**config.mk**
```make
export PLATFORM = sky130hd
export DESIGN_NAME = score_keeper_flat
export DESIGN_NICKNAME = d
export VERILOG_FILES = /design/src/rtl/score_keeper_if.sv /design/src/rtl/score_keeper.sv /design/src/flat_wrapper.sv
export SDC_FILE = /design/constraint.sdc
export NUM_CORES = 1
export LEC_CHECK = 0
export ABC_AREA = 1
export ABC_CLOCK_PERIOD_IN_PS = 1800
export CORE_MARGIN = 2
export CORE_UTILIZATION = 56
export DETAILED_ROUTE_END_ITERATION = 12
export GPL_TIMING_DRIVEN = 0
export PLACE_DENSITY_LB_ADDON = 0.25
export REMOVE_ABC_BUFFERS = 1
export SLEW_MARGIN = 25
export SYNTH_ARGS = -nofsm -noshare
export SYNTH_HDL_FRONTEND = slang
export SYNTH_SLANG_ARGS = --single-unit
```
**constraint.sdc**
```tcl
create_clock -name px_clk -period 1.8 [get_ports px_clk]
set_input_delay 0.45 -clock px_clk [delete_from_list [all_inputs] [get_ports px_clk]]
set_output_delay 0.45 -clock px_clk [all_outputs]
set_load 0.1 [all_outputs]
```
**src/rtl/score_keeper_if.sv**
```systemverilog
// -----------------------------------------------------------------------------
// score_keeper_if
//   Bundle between the frame-timing/ball logic and the score_keeper rule
//   controller.
//
//   frame        1   one-cycle strobe per frame (start of vertical blank)
//   ball_x       10  ball left-edge x position, stable while frame is high
//   start        1   start/restart request level
//   inc_left     1   stretched increment to the left-score counter
//   inc_right    1   stretched increment to the right-score counter
//   score_clr    1   stretched clear to both score counters
//   serve        1   ball held at centre
//   serve_dir    1   0 = serve toward left, 1 = toward right
//   game_over    1   game finished
//   score_left   7   binary shadow score, left player
//   score_right  7   binary shadow score, right player
//
//   master : the side that produces frame/ball_x/start and consumes the rest
//   slave  : the score_keeper itself
// -----------------------------------------------------------------------------
interface score_keeper_if;
    logic       frame;
    logic [9:0] ball_x;
    logic       start;
    logic       inc_left;
    logic       inc_right;
    logic       score_clr;
    logic       serve;
    logic       serve_dir;
    logic       game_over;
    logic [6:0] score_left;
    logic [6:0] score_right;

    modport master (
        output frame, ball_x, start,
        input  inc_left, inc_right, score_clr, serve, serve_dir, game_over,
               score_left, score_right
    );

    modport slave (
        input  frame, ball_x, start,
        output inc_left, inc_right, score_clr, serve, serve_dir, game_over,
               score_left, score_right
    );
endinterface

```
**src/rtl/score_keeper.sv**
```systemverilog
// -----------------------------------------------------------------------------
// score_keeper
//   Game-rule controller sitting in front of the two-digit score counters.
//   Samples the ball position once per frame, detects conceded points,
//   produces stretched inc/clear pulses long enough for the slower display
//   counter clock to see, and sequences IDLE -> CLEAR -> SERVE -> PLAY ->
//   POINT -> (SERVE | GAME_OVER). Binary shadow scores are kept locally so
//   that win detection never has to read the display counters back.
//
//   px_clk  in   pixel clock, the only clock
//   reset   in   asynchronous active-low reset
//   sk      slave modport of score_keeper_if (frame/ball_x/start in,
//           pulses, serve/game status and shadow scores out)
//
//   All outputs are registered. PULSE_HOLD must be at least 2 so the shadow
//   score has been updated before the win check at the end of the hold.
// -----------------------------------------------------------------------------
module score_keeper #(
    parameter logic [9:0] FIELD_LEFT   = 10'd8,
    parameter logic [9:0] FIELD_RIGHT  = 10'd631,
    parameter logic [9:0] BALL_SIZE    = 10'd8,
    parameter logic [6:0] WIN_SCORE    = 7'd11,
    parameter logic [7:0] SERVE_FRAMES = 8'd60,
    parameter logic [7:0] PULSE_HOLD   = 8'd16
) (
    input  logic          px_clk,
    input  logic          reset,
    score_keeper_if.slave sk
);

    typedef enum logic [2:0] {
        ST_IDLE      = 3'd0,
        ST_CLEAR     = 3'd1,
        ST_SERVE     = 3'd2,
        ST_PLAY      = 3'd3,
        ST_POINT     = 3'd4,
        ST_GAME_OVER = 3'd5
    } state_t;

    // Shadow scores stop at 99, the largest value a two-digit counter shows.
    function automatic logic [6:0] sat_inc(input logic [6:0] value);
        logic [6:0] result;
        if (value >= 7'd99) begin
            result = 7'd99;
        end else begin
            result = value + 7'd1;
        end
        return result;
    endfunction

    state_t      state_r;
    state_t      state_next_s;
    logic [7:0]  frame_cnt_r;
    logic [7:0]  frame_cnt_next_s;
    logic [7:0]  hold_cnt_r;
    logic [7:0]  hold_cnt_next_s;
    logic        scorer_r;        // 1 = right player scored, 0 = left
    logic        scorer_next_s;

    logic [6:0]  score_left_r;
    logic [6:0]  score_right_r;
    logic        inc_left_r;
    logic        inc_right_r;
    logic        score_clr_r;
    logic        serve_r;
    logic        serve_dir_r;
    logic        game_over_r;

    logic [10:0] ball_right_edge_s;
    logic        out_left_s;
    logic        out_right_s;
    logic        win_s;
    logic        hold_done_s;

    // Field-edge checks; the right edge is summed at 11 bits so it cannot wrap.
    always_comb begin
        ball_right_edge_s = {1'b0, sk.ball_x} + {1'b0, BALL_SIZE};
        out_left_s        = (sk.ball_x <= FIELD_LEFT);
        out_right_s       = (ball_right_edge_s > {1'b0, FIELD_RIGHT});
        hold_done_s       = (hold_cnt_r == (PULSE_HOLD - 8'd1));
        if (scorer_r) begin
            win_s = (score_right_r == WIN_SCORE);
        end else begin
            win_s = (score_left_r == WIN_SCORE);
        end
    end

    // Next-state logic for the game sequencer and its counters.
    always_comb begin
        state_next_s     = state_r;
        frame_cnt_next_s = frame_cnt_r;
        hold_cnt_next_s  = hold_cnt_r;
        scorer_next_s    = scorer_r;
        case (state_r)
            ST_IDLE: begin
                if (sk.start) begin
                    state_next_s    = ST_CLEAR;
                    hold_cnt_next_s = 8'd0;
                end else begin
                    state_next_s    = ST_IDLE;
                end
            end
            ST_CLEAR: begin
                if (hold_done_s) begin
                    state_next_s     = ST_SERVE;
                    frame_cnt_next_s = 8'd0;
                    hold_cnt_next_s  = 8'd0;
                end else begin
                    hold_cnt_next_s  = hold_cnt_r + 8'd1;
                end
            end
            ST_SERVE: begin
                if (sk.frame) begin
                    if ((frame_cnt_r + 8'd1) == SERVE_FRAMES) begin
                        state_next_s     = ST_PLAY;
                        frame_cnt_next_s = 8'd0;
                    end else begin
                        frame_cnt_next_s = frame_cnt_r + 8'd1;
                    end
                end else begin
                    frame_cnt_next_s = frame_cnt_r;
                end
            end
            ST_PLAY: begin
                if (sk.frame) begin
                    // Left-edge check first: it wins if both could be true.
                    if (out_left_s) begin
                        state_next_s    = ST_POINT;
                        scorer_next_s   = 1'b1;
                        hold_cnt_next_s = 8'd0;
                    end else if (out_right_s) begin
                        state_next_s    = ST_POINT;
                        scorer_next_s   = 1'b0;
                        hold_cnt_next_s = 8'd0;
                    end else begin
                        state_next_s    = ST_PLAY;
                    end
                end else begin
                    state_next_s = ST_PLAY;
                end
            end
            ST_POINT: begin
                if (hold_done_s) begin
                    hold_cnt_next_s = 8'd0;
                    if (win_s) begin
                        state_next_s     = ST_GAME_OVER;
                    end else begin
                        state_next_s     = ST_SERVE;
                        frame_cnt_next_s = 8'd0;
                    end
                end else begin
                    hold_cnt_next_s = hold_cnt_r + 8'd1;
                end
            end
            ST_GAME_OVER: begin
                if (sk.start) begin
                    state_next_s    = ST_CLEAR;
                    hold_cnt_next_s = 8'd0;
                end else begin
                    state_next_s    = ST_GAME_OVER;
                end
            end
            default: begin
                state_next_s     = ST_IDLE;
                frame_cnt_next_s = 8'd0;
                hold_cnt_next_s  = 8'd0;
                scorer_next_s    = 1'b0;
            end
        endcase
    end

    // Sequencer state and counter registers.
    always_ff @(posedge px_clk or negedge reset) begin
        if (!reset) begin
            state_r     <= ST_IDLE;
            frame_cnt_r <= 8'd0;
            hold_cnt_r  <= 8'd0;
            scorer_r    <= 1'b0;
        end else begin
            state_r     <= state_next_s;
            frame_cnt_r <= frame_cnt_next_s;
            hold_cnt_r  <= hold_cnt_next_s;
            scorer_r    <= scorer_next_s;
        end
    end

    // Shadow scores: zeroed on the first CLEAR cycle, bumped on the first POINT cycle.
    always_ff @(posedge px_clk or negedge reset) begin
        if (!reset) begin
            score_left_r  <= 7'd0;
            score_right_r <= 7'd0;
        end else if ((state_r == ST_CLEAR) && (hold_cnt_r == 8'd0)) begin
            score_left_r  <= 7'd0;
            score_right_r <= 7'd0;
        end else if ((state_r == ST_POINT) && (hold_cnt_r == 8'd0)) begin
            if (scorer_r) begin
                score_right_r <= sat_inc(score_right_r);
            end else begin
                score_left_r  <= sat_inc(score_left_r);
            end
        end else begin
            score_left_r  <= score_left_r;
            score_right_r <= score_right_r;
        end
    end

    // Registered outputs decoded from the next state so they line up with the state register.
    always_ff @(posedge px_clk or negedge reset) begin
        if (!reset) begin
            inc_left_r  <= 1'b0;
            inc_right_r <= 1'b0;
            score_clr_r <= 1'b0;
            serve_r     <= 1'b1;
            serve_dir_r <= 1'b0;
            game_over_r <= 1'b0;
        end else begin
            inc_left_r  <= (state_next_s == ST_POINT) && !scorer_next_s;
            inc_right_r <= (state_next_s == ST_POINT) &&  scorer_next_s;
            score_clr_r <= (state_next_s == ST_CLEAR);
            serve_r     <= (state_next_s != ST_PLAY);
            game_over_r <= (state_next_s == ST_GAME_OVER);
            // Serve goes toward whoever conceded: right scored -> 0.
            if (state_next_s == ST_CLEAR) begin
                serve_dir_r <= 1'b0;
            end else if ((state_r == ST_PLAY) && (state_next_s == ST_POINT)) begin
                serve_dir_r <= !scorer_next_s;
            end else begin
                serve_dir_r <= serve_dir_r;
            end
        end
    end

    assign sk.inc_left    = inc_left_r;
    assign sk.inc_right   = inc_right_r;
    assign sk.score_clr   = score_clr_r;
    assign sk.serve       = serve_r;
    assign sk.serve_dir   = serve_dir_r;
    assign sk.game_over   = game_over_r;
    assign sk.score_left  = score_left_r;
    assign sk.score_right = score_right_r;

endmodule

```
**src/flat_wrapper.sv**
```systemverilog
// flat-port wrapper written by rule: the top's interface ports become plain ports
module score_keeper_flat 
#(
    parameter logic [9:0] FIELD_LEFT   = 10'd8,
    parameter logic [9:0] FIELD_RIGHT  = 10'd631,
    parameter logic [9:0] BALL_SIZE    = 10'd8,
    parameter logic [6:0] WIN_SCORE    = 7'd11,
    parameter logic [7:0] SERVE_FRAMES = 8'd60,
    parameter logic [7:0] PULSE_HOLD   = 8'd16
)
  (px_clk, reset, sk_frame, sk_ball_x, sk_start, sk_inc_left, sk_inc_right, sk_score_clr, sk_serve, sk_serve_dir, sk_game_over, sk_score_left, sk_score_right);
  score_keeper_if sk_i ();
  input  logic px_clk;
  input  logic reset;
  input wire logic [$bits(sk_i.frame)-1:0] sk_frame;
  input wire logic [$bits(sk_i.ball_x)-1:0] sk_ball_x;
  input wire logic [$bits(sk_i.start)-1:0] sk_start;
  output wire logic [$bits(sk_i.inc_left)-1:0] sk_inc_left;
  output wire logic [$bits(sk_i.inc_right)-1:0] sk_inc_right;
  output wire logic [$bits(sk_i.score_clr)-1:0] sk_score_clr;
  output wire logic [$bits(sk_i.serve)-1:0] sk_serve;
  output wire logic [$bits(sk_i.serve_dir)-1:0] sk_serve_dir;
  output wire logic [$bits(sk_i.game_over)-1:0] sk_game_over;
  output wire logic [$bits(sk_i.score_left)-1:0] sk_score_left;
  output wire logic [$bits(sk_i.score_right)-1:0] sk_score_right;
  assign sk_i.frame = sk_frame;
  assign sk_i.ball_x = sk_ball_x;
  assign sk_i.start = sk_start;
  assign sk_inc_left = sk_i.inc_left;
  assign sk_inc_right = sk_i.inc_right;
  assign sk_score_clr = sk_i.score_clr;
  assign sk_serve = sk_i.serve;
  assign sk_serve_dir = sk_i.serve_dir;
  assign sk_game_over = sk_i.game_over;
  assign sk_score_left = sk_i.score_left;
  assign sk_score_right = sk_i.score_right;
  score_keeper #(.FIELD_LEFT(FIELD_LEFT), .FIELD_RIGHT(FIELD_RIGHT), .BALL_SIZE(BALL_SIZE), .WIN_SCORE(WIN_SCORE), .SERVE_FRAMES(SERVE_FRAMES), .PULSE_HOLD(PULSE_HOLD)) u_core (.px_clk(px_clk), .reset(reset), .sk(sk_i));
endmodule
```
==> metrics.cfg <==
[worst_setup_path]
path_class=register to primary output
reg2reg_setup_slack_ns=0.08
crit_family=buffers and inverters
start_kind=register
r2r-end=u_core.frame_cnt_r[6]$_DFFE_PN0P_
crit_buf_inv=1
reg2reg_depth=8
path_max_fanout=4
worstPathArrival_ns=1.29
endpoint_kind=primary output
cp_cell_sequence=clkdlybuf4s15_2
max_stage_delay_ns=0.58
critical_path_required_ns=1.35
cpMaxStageDelayCell=clkdlybuf4s15_2
r2r_start=u_core.hold_cnt_r[1]$_DFFE_PN0P_

[route]
viasPerCell=5.08
wl_um=6040
first_pass_iters=4
drtIter0Drc=184
postRouteAntennaNets=0
drc=0
dr_total_vias=2613
routedWlPerCell_um=11.7

[clock_network]
cts_made_buffers=5
clk_pin_slew_worst_paths_ns=0.08
cts_root_buf=clkbuf_8
clock_latency_ns=0.30
h-tree-depth=2
cts_tree=yes
clock-sinks=40
cts_buffer_depth=2

[synthesis]
ys_seq_elements=40
seq_area_frac_synth=0.367
syn_area_per_cell_sq_um=6.91
synth_cells=395
syn_area_sq_um=2730
synth-edff-count=0
synthArstFlopShare=1.00
post_synth_num_cell_types=33
ys.flop_type=dfrtp_1
yosys_warnings=0

[timing]
hold_viol=0
finalSetupViolCount=0
slew_headroom=0.633
fin_crit_sh=0.968
final_max_slew_viol_count=0
clock_skew_ns=0.00557
finalCriticalPeriod_ns=1.74
worst_slew_pin_slew_ns=0.553
whs_ns=0.102
clock.fmax_ghz=0.574

[global_route]
grt_pass1_vias=2256
grt_max_degree=23
grt.overflow.total=0
antenna_found_initial=0
track_usage=0.222
grt_first_pass_wirelength_um=9370

[pwr]
p_per_area_nw_per_um2=1290
p_leak_nw=1.75
peakVddDrop_v=0.000889

[die]
die_w_um=73.8
row_count=25
start_util=0.578
dieArea_sq_um=5450
ios=34
dieHeight_um=73.8
core-area_sq_um=4720

[layout]
finalNetCount=468
drive_gt1_frac=0.230
antenna_cells=0
instances_no_fill=514
area_growth_pct=27.3

[placement]
dp_hpwl_um=4310
gp_congestion=0.854
placedCellCount=496
port_buffers=33

[status]
status=complete, no violations

[job]
maxCapViolCount=0

[min_path]
hp-class=input port to async pin

-- power breakdown --
group | internal, mW | total [mW] | switching (mW) | leakage, nW
clock network | 0.410 | 0.741 | 0.330 | 0.0541
logic | 0.725 | 2.49 | 1.77 | 1.16
registers | 1.07 | 1.25 | 0.179 | 0.537
-- layer usage --
layer | track usage | vias up | share of wire
met5 | 0 | - | 0
met4 | 0.0848 | 0 | 0.018
met3 | 0.0453 | 11 | 0.041
met2 | 0.365 | 64 | 0.48
met1 | 0.286 | 1190 | 0.47
li1 | - | 1348 | -
-- worst max-delay path by stage --
stage / slack [ns] / cells past startpoint / end / from
finish: 0.06 / 1 / sk_score_right[4] / u_core.sk.score_right[4]$_DFFE_PN0P_
global placement: -0.71 / 1 / u_core.hold_cnt_r[5]$_DFFE_PN0P_ / reset
global route: -0.02 / 8 / u_core.frame_cnt_r[6]$_DFFE_PN0P_ / u_core.hold_cnt_r[1]$_DFFE_PN0P_
CTS: 0.002 / 12 / u_core.sk.inc_left$_DFF_PN0_ / sk_ball_x[7]
detailed placement: -0.69 / 14 / u_core.hold_cnt_r[3]$_DFFE_PN0P_ / sk_ball_x[3]
floorplan: -0.30 / 5 / u_core.sk.score_right[5]$_DFFE_PN0P_ / u_core.sk.score_right[0]$_DFFE_PN0P_
-- synthesized netlist by cell type, drive strengths merged (2+ instances only) --
library cell / instances / area [sq um]
nand2: 114 / 455
inv: 81 / 304
nor2: 48 / 246
dfrtp: 39 / 976
nand3: 32 / 170
o21ai: 17 / 85.1
a21oi: 13 / 76.3
o22ai: 11 / 68.8
nand4: 9 / 56.3
ha: 8 / 100
or2: 5 / 31.3
nand3b: 3 / 22.5
o21bai: 2 / 15.0
xnor2: 2 / 17.5
xor2: 2 / 17.5
-- per-stage QoR --
| step | utilization | TNS, ns | power, mW | setup slack, ns | instance area [sq um] |
|---|---|---|---|---|---|
| finish | 0.736 | 0 | 4.49 | 0.0572 | 3470 |
| global route | 0.736 | -0.0548 | 4.76 | -0.0214 | 3470 |
| CTS | 0.704 | 0 | 4.26 | 0.00167 | 3320 |
| detailed placement | 0.670 | -14.12 | 3.51 | -0.685 | 3170 |
| global placement | 0.666 | -41.12 | 3.45 | -0.709 | 3140 |
| floorplan | - | -4.10 | 3.01 | -0.299 | 2730 |
-- repair_timing --
| action | in CTS | in global routing |
|---|---|---|
| hold buffers | 0 | 0 |
| setup endpoints to repair | 44 | 37 |
| gates resized for setup | 74 | 31 |
| pin swaps | 1 | 11 |
| buffers inserted | 0 | 9 |
| cloned | 0 | 1 |
-- cell type report --
cell class,instances,area [sq um]
clock buffer,5,68.8
clock inverter,3,42.5
fill,375,1250
inverter,81,304
multi-input combinational,275,1550
sequential,40,1000
tap,67,83.8
timing repair buffer,43,423
-- logic make-up after synthesis --
| kind of cell | share of synthesized area |
|---|---|
| compound gates | 0.104 |
| xor+xnor | 0.0128 |
| fa+ha+maj | 0.0367 |
| buf+inv | 0.111 |
| flops | 0.367 |
| simple gates | 0.368 |
-- registers in the layout, summed over array words and instances (netlist names) --
name                   cells
u_core.sk.score_clr        1
u_core.sk.score_left       7
u_core.sk.inc_right        1
u_core.scorer_r            1
u_core.state_r             3
u_core.sk.serve_dir        1
u_core.hold_cnt_r          8
u_core.frame_cnt_r         8
u_core.sk.inc_left         1
u_core.sk.score_right      7
u_core.sk.game_over        1
u_core.sk.serve            1
-- cells in the final DEF, fill, tap and decap left out, types with 5 or more instances in the layout --
cell type / instances
nor2_1: 30
o21ai_1: 10
inv_2: 10
ha_1: 5
nand3_1: 27
clkdlybuf4s15_2: 18
nand2_2: 11
nor2_4: 6
nand4_1: 9
clkbuf_8: 5
a21oi_1: 12
inv_1: 71
or2_2: 5
clkdlybuf4s50_1: 7
nand2_1: 100
nor2_2: 11
buf_4: 9
dfrtp_1: 38
o22ai_1: 11
o21ai_0: 7
Power figures use the tool's default switching activity.
